<file path="src/rtl/find_max_sched.sv">
// Round-robin front end that shares one find_max engine between NREQ
// requesters. Each job is a burst of LEN words. The words pass straight to
// the engine, the engine's single result is captured, and the result is
// returned on the granted requester's response channel.
//
// state    | meaning
// ---------+-----------------------------------------------------------
// IDLE     | no job; arbitrate among requesters, grant on next edge
// FEED     | pass the granted requester's words through to the engine
// WAIT_RET | burst done; waiting for the engine result
// RESP     | result held on the granted requester's response channel
module find_max_sched #(
  parameter int          NREQ        = 4,
  parameter int          DATA_W      = 32,
  parameter int          LEN         = 8,
  parameter logic [15:0] JOB_CNT_RST = 16'h0000
) (
  input  logic                   clk,
  input  logic                   rst,
  input  logic [NREQ-1:0]        req_in_vld,
  output logic [NREQ-1:0]        req_in_busy,
  input  logic [NREQ*DATA_W-1:0] req_in_data,
  output logic [NREQ-1:0]        resp_out_vld,
  input  logic [NREQ-1:0]        resp_out_busy,
  output logic [DATA_W-1:0]      resp_out_data,
  output logic                   eng_x_vld,
  input  logic                   eng_x_busy,
  output logic [DATA_W-1:0]      eng_x_data,
  input  logic                   eng_ret_vld,
  output logic                   eng_ret_busy,
  input  logic [DATA_W-1:0]      eng_ret_data,
  output logic [2:0]             grant_id,
  output logic                   active,
  output logic [15:0]            job_count
);

  typedef enum logic [1:0] {S_IDLE, S_FEED, S_WAIT_RET, S_RESP} state_t;

  state_t              r_state;
  logic [7:0]          r_cnt;
  logic [2:0]          r_last_grant;
  logic [2:0]          r_grant_id;
  logic [15:0]         r_job_count;
  logic [DATA_W-1:0]   r_result;

  logic                w_hi_any;
  logic                w_lo_any;
  logic [2:0]          w_hi;
  logic [2:0]          w_lo;
  logic                w_any_req;
  logic [2:0]          w_pick;
  logic                w_sel_vld;
  logic                w_sel_resp_busy;
  logic [DATA_W-1:0]   w_sel_data;
  logic [NREQ-1:0]     w_grant_oh;

  // Round-robin pick: lowest requester above last_grant, else wrap to the lowest one.
  always_comb begin
    w_hi_any = 1'b0;
    w_lo_any = 1'b0;
    w_hi     = 3'd0;
    w_lo     = 3'd0;
    for (int i = 0; i < NREQ; i++) begin
      if (req_in_vld[i]) begin
        if ((3'(i) > r_last_grant) && !w_hi_any) begin
          w_hi_any = 1'b1;
          w_hi     = 3'(i);
        end
        if ((3'(i) <= r_last_grant) && !w_lo_any) begin
          w_lo_any = 1'b1;
          w_lo     = 3'(i);
        end
      end
    end
    w_any_req = w_hi_any | w_lo_any;
    w_pick    = w_hi_any ? w_hi : w_lo;
  end

  // Select the granted requester's channel signals.
  always_comb begin
    w_sel_vld       = 1'b0;
    w_sel_resp_busy = 1'b1;
    w_sel_data      = '0;
    w_grant_oh      = '0;
    for (int i = 0; i < NREQ; i++) begin
      if (r_grant_id == 3'(i)) begin
        w_sel_vld       = req_in_vld[i];
        w_sel_resp_busy = resp_out_busy[i];
        w_sel_data      = req_in_data[i*DATA_W +: DATA_W];
        w_grant_oh[i]   = 1'b1;
      end
    end
  end

  // Channel outputs decoded from state; FEED is a combinational pass-through.
  always_comb begin
    req_in_busy  = '1;
    eng_x_vld    = 1'b0;
    eng_x_data   = '0;
    eng_ret_busy = 1'b1;
    resp_out_vld = '0;
    case (r_state)
      S_FEED: begin
        eng_x_vld   = w_sel_vld;
        eng_x_data  = w_sel_data;
        req_in_busy = ~(w_grant_oh & {NREQ{~eng_x_busy}});
      end
      S_WAIT_RET: eng_ret_busy = 1'b0;
      S_RESP:     resp_out_vld = w_grant_oh;
      default: ;
    endcase
  end

  // Scheduler FSM and datapath registers.
  always_ff @(posedge clk) begin
    if (!rst) begin
      r_state      <= S_IDLE;
      r_cnt        <= 8'd0;
      r_last_grant <= 3'(NREQ - 1);
      r_grant_id   <= 3'd0;
      r_job_count  <= JOB_CNT_RST;
      r_result     <= '0;
    end else begin
      case (r_state)
        S_IDLE: begin
          if (w_any_req) begin
            r_grant_id <= w_pick;
            r_cnt      <= 8'd0;
            r_state    <= S_FEED;
          end
        end
        S_FEED: begin
          if (w_sel_vld && !eng_x_busy) begin
            r_cnt <= r_cnt + 8'd1;
            if (r_cnt == 8'(LEN - 1)) r_state <= S_WAIT_RET;
          end
        end
        S_WAIT_RET: begin
          if (eng_ret_vld) begin
            r_result <= eng_ret_data;
            r_state  <= S_RESP;
          end
        end
        S_RESP: begin
          if (!w_sel_resp_busy) begin
            r_last_grant <= r_grant_id;
            r_job_count  <= r_job_count + 16'd1;
            r_state      <= S_IDLE;
          end
        end
        default: r_state <= S_IDLE;
      endcase
    end
  end

  assign grant_id      = r_grant_id;
  assign active        = (r_state != S_IDLE);
  assign job_count     = r_job_count;
  assign resp_out_data = r_result;

endmodule

</file>
<file path="config.mk">
export PLATFORM = sky130hd
export DESIGN_NAME = find_max_sched
export DESIGN_NICKNAME = d
export VERILOG_FILES = /design/src/rtl/find_max_sched.sv
export SDC_FILE = /design/constraint.sdc
export NUM_CORES = 1
export LEC_CHECK = 0
export BUFFER_PORTS_ARGS = -buffer_cell sky130_fd_sc_hd__clkbuf_2
export CELL_PAD_IN_SITES_DETAIL_PLACEMENT = 0
export CELL_PAD_IN_SITES_GLOBAL_PLACEMENT = 2
export CORE_MARGIN = 5
export CORE_UTILIZATION = 20
export DETAILED_ROUTE_END_ITERATION = 8
export PLACE_DENSITY_LB_ADDON = 0.15
export SLEW_MARGIN = 0
export SYNTH_ARGS = -nofsm -noshare
export SYNTH_HDL_FRONTEND = slang
export SYNTH_SLANG_ARGS = --single-unit
</file>
<file path="constraint.sdc">
create_clock -name clk -period 1.75 [get_ports clk]
set_input_delay 0.175 -clock clk [delete_from_list [all_inputs] [get_ports clk]]
set_output_delay 0.175 -clock clk [all_outputs]
set_load 0.05 [all_outputs]
</file>
==> reports/qor.yml <==
syn_nets: 606
synth_top_area_cell: "dfxtp_1"
drtPass1Iterations: 5
highest_layer: "met4"
tightest_slew_ns: 0.577
routed_wl_um: 16600
synth-edff-count: 0
fp.coreArea_um2: 18800
die_h_um: 149
post-route-period-util: 1.17
cap_violations: 0
hold_class: "in -> reg"
io_buffers: 264
ir_drop_mv: 0.465
synth_area_leaders: "dfxtp_1 32%, mux4_2 20%, nand2_1 8.4%, and2_1 5.8%, a21oi_1 5.6%"
cpPeakStageDelay_ns: 0.50
max_slew_margin: 0.611
drive_above_1_share: 0.641
numCtsBuffers: 9
path_depth: 6
synth_area_um2: 3850
switching_share: 0.374
min_period_ns: 2.04
globalplace.congestion: 0.800
p_switching_uw: 3440
grt_pass1_vias: 4573
cp_common_cell: "buf_12"
route.met3.wl_um: 1470
viasPerCell: 4.43
cp-startpoint: "grant_id[0]"
area_delta_synth_final_pct: 91.0
arrival_ns: 1.87
reg2reg_to: "job_count[13]"
drc_errors: 0
seq_area_frac_synth: 0.322
worstHoldStart: "eng_ret_data[10]"
synth_warnings: 0
power.share.sequential: 0.173
wl_met1_um: 6520
worst-path-buf-inv: 4
dr_wl_met2_um: 8430
ys_seq_elements: 62
clkLatencyLatePin_ns: 0.33
skew_ns: 0.00708
grt_max_degree: 34
reg2regPathDepth: 5
antenna_found_initial: 2
power_frac_comb: 0.591
synthTopCellsByCount: "86 x nand2_1, 62 x dfxtp_1, 43 x a21oi_1"
setup_viol: 61
num_vias: 4476
io-pin-count: 266
tns_ns: -9.81
synth_async_sr_flop_share: 0
yosysMostFrequentCell: "nand2_1"
worstPathRequired_ns: 1.57
cp_max_fo: 6
status: "complete, but fails checks"
ys.flop_type: "dfxtp_1"
cts.path.max_buffers: 2
reg2reg_slack_ns: -0.22
worstPathCellList: "buf_12, buf_12, buf_12, mux4_2, and2_4, buf_12"
leakagePower_uw: 0.00322
grt-ovfl-total: 0
syn_area_per_cell_um2: 9.03
dp.cells: 968
dpl.hpwl_um: 13400
die_w_um: 149
std_cell_rows: 50
cts.clk_slew.worst_paths_ns: 0.06
grt_pass1_wl_um: 25000
syn_inst: 427
r2r-start: "grant_id[0]"
grt_usage: 0.142
cts_tree: "done"
grt_setup_unrepaired: "yes"
critPathKind: "reg -> out"
whs_path_depth: 3
pwr-share-clk: 0.235
fmax_mhz: 490
p_int_uw: 5740
violations: "negative setup slack"
stdcell_count: 1011
start_util: 0.205
cts_sinks: 62
synth.distinct_cells: 54
ctsHtreeMaxLevel: 3
cts_root_buf: "clkbuf_16"
slowest_stage: "mux4_2"
powerDensity_nw_per_um2: 1250
die_area_um2: 22200
startpoint_type: "flop"
end_kind: "output port"
path_delay_family: "multiplexers"
final-hold-violation-count: 0
nets: 923
drt_iter0_markers: 125
routedWlPerCell_um: 16.5
slew_viol_final: 0
yosysTopAreaCellShare: 0.322
holdPathEnd: "resp_out_data[10]"
antenna_left: 0
setup_slack_ns: -0.290
## power by group through the flow
stage / Sequential (uW) / Combinational (uW) / Clock [uW]
3_5_place_dp: 1610 / 4570 / 0
5_1_grt: 1600 / 5750 / 2280
2_1_floorplan: 1860 / 2640 / 0
4_1_cts: 1590 / 5350 / 2240
3_3_place_gp: 1600 / 4550 / 0
6_report: 1590 / 5430 / 2160
## layer usage
layer,track usage,up-vias
met1,0.156,2117
met3,0.0517,8
met5,0,-
li1,-,2174
met4,0.0389,0
met2,0.257,177
## sequential cells by signal, summed over array words and instances, names as in the netlist
name,count
r_last_grant,2
r_cnt,8
resp_out_data,32
r_state,2
grant_id,2
job_count,16
## through the flow
stage / setup WS (ns) / util / hold WS [ns] / instance area, um2 / power (uW)
detailed placement: -0.137 / 0.335 / 0.403 / 6310 / 6180
global route: -0.348 / 0.391 / 0.0506 / 7360 / 9630
floorplan: -0.0679 / - / 0.311 / 4110 / 4500
finish: -0.290 / 0.391 / 0.0671 / 7360 / 9180
global placement: -0.123 / 0.335 / 0.398 / 6310 / 6150
CTS: -0.327 / 0.384 / 0.0433 / 7240 / 9170
## layout make-up
class	instances	area (um2)
Clock buffer	10	250
Sequential cell	62	1280
Clock inverter	6	114
Tap cell	260	325
Timing Repair Buffer	339	2590
Multi-Input combinational cell	318	2740
Fill cell	1878	11500
Inverter	14	60.1
Antenna cell	2	5.00
## worst max-delay path by stage
stage	slack (ns)	end
6_report	-0.29	eng_x_data[3]
5_1_grt	-0.35	eng_x_data[5]
4_1_cts	-0.33	eng_x_data[6]
3_5_place_dp	-0.14	job_count[13]
3_3_place_gp	-0.12	job_count[13]
2_1_floorplan	-0.07	job_count[13]
## tightest hold or removal path, stage by stage
cell	delay (ns)
clkbuf_2	0.08
nand2_1	0.04
a21oi_1	0.05
## placed cells by master (no fill, tap or decap), types with 4 or more instances in the layout
| cell type | instances |
|---|---|
| o21ai_0 | 6 |
| a21oi_1 | 41 |
| inv_1 | 10 |
| nand2_1 | 85 |
| or4_4 | 4 |
| clkbuf_16 | 14 |
| and2_4 | 33 |
| nor2_1 | 13 |
| nand3b_1 | 4 |
| mux2i_1 | 6 |
| dfxtp_4 | 7 |
| mux4_2 | 34 |
| dfxtp_1 | 48 |
| clkbuf_2 | 221 |
| buf_8 | 13 |
| buf_6 | 16 |
| buf_4 | 52 |
| dfxtp_2 | 7 |
| nand3_1 | 7 |
| buf_12 | 28 |
## what timing repair did
| item | 4_1_cts | 5_1_grt |
|---|---|---|
| hold endpoints to repair | 0 | 0 |
| endpoints found under the setup margin | 62 | 71 |
| setup buffers | 19 | 6 |
| gates cloned | 1 | 1 |
| hold buffers | 0 | 0 |
| resized for setup | 85 | 39 |
| pin swaps | 9 | 10 |
## logic make-up (layout without fill, tap and decap cells)
family,after synthesis,in the layout,synth area share
buf+inv,47,369,0.0490
mux,40,40,0.214
other cells,1,3,0.000973
compound gates,79,79,0.127
simple gates,184,184,0.248
flops,62,62,0.322
fa+ha+maj,7,7,0.0227
xor+xnor,7,7,0.0159
No activity file was read; power rests on OpenSTA's default activity.
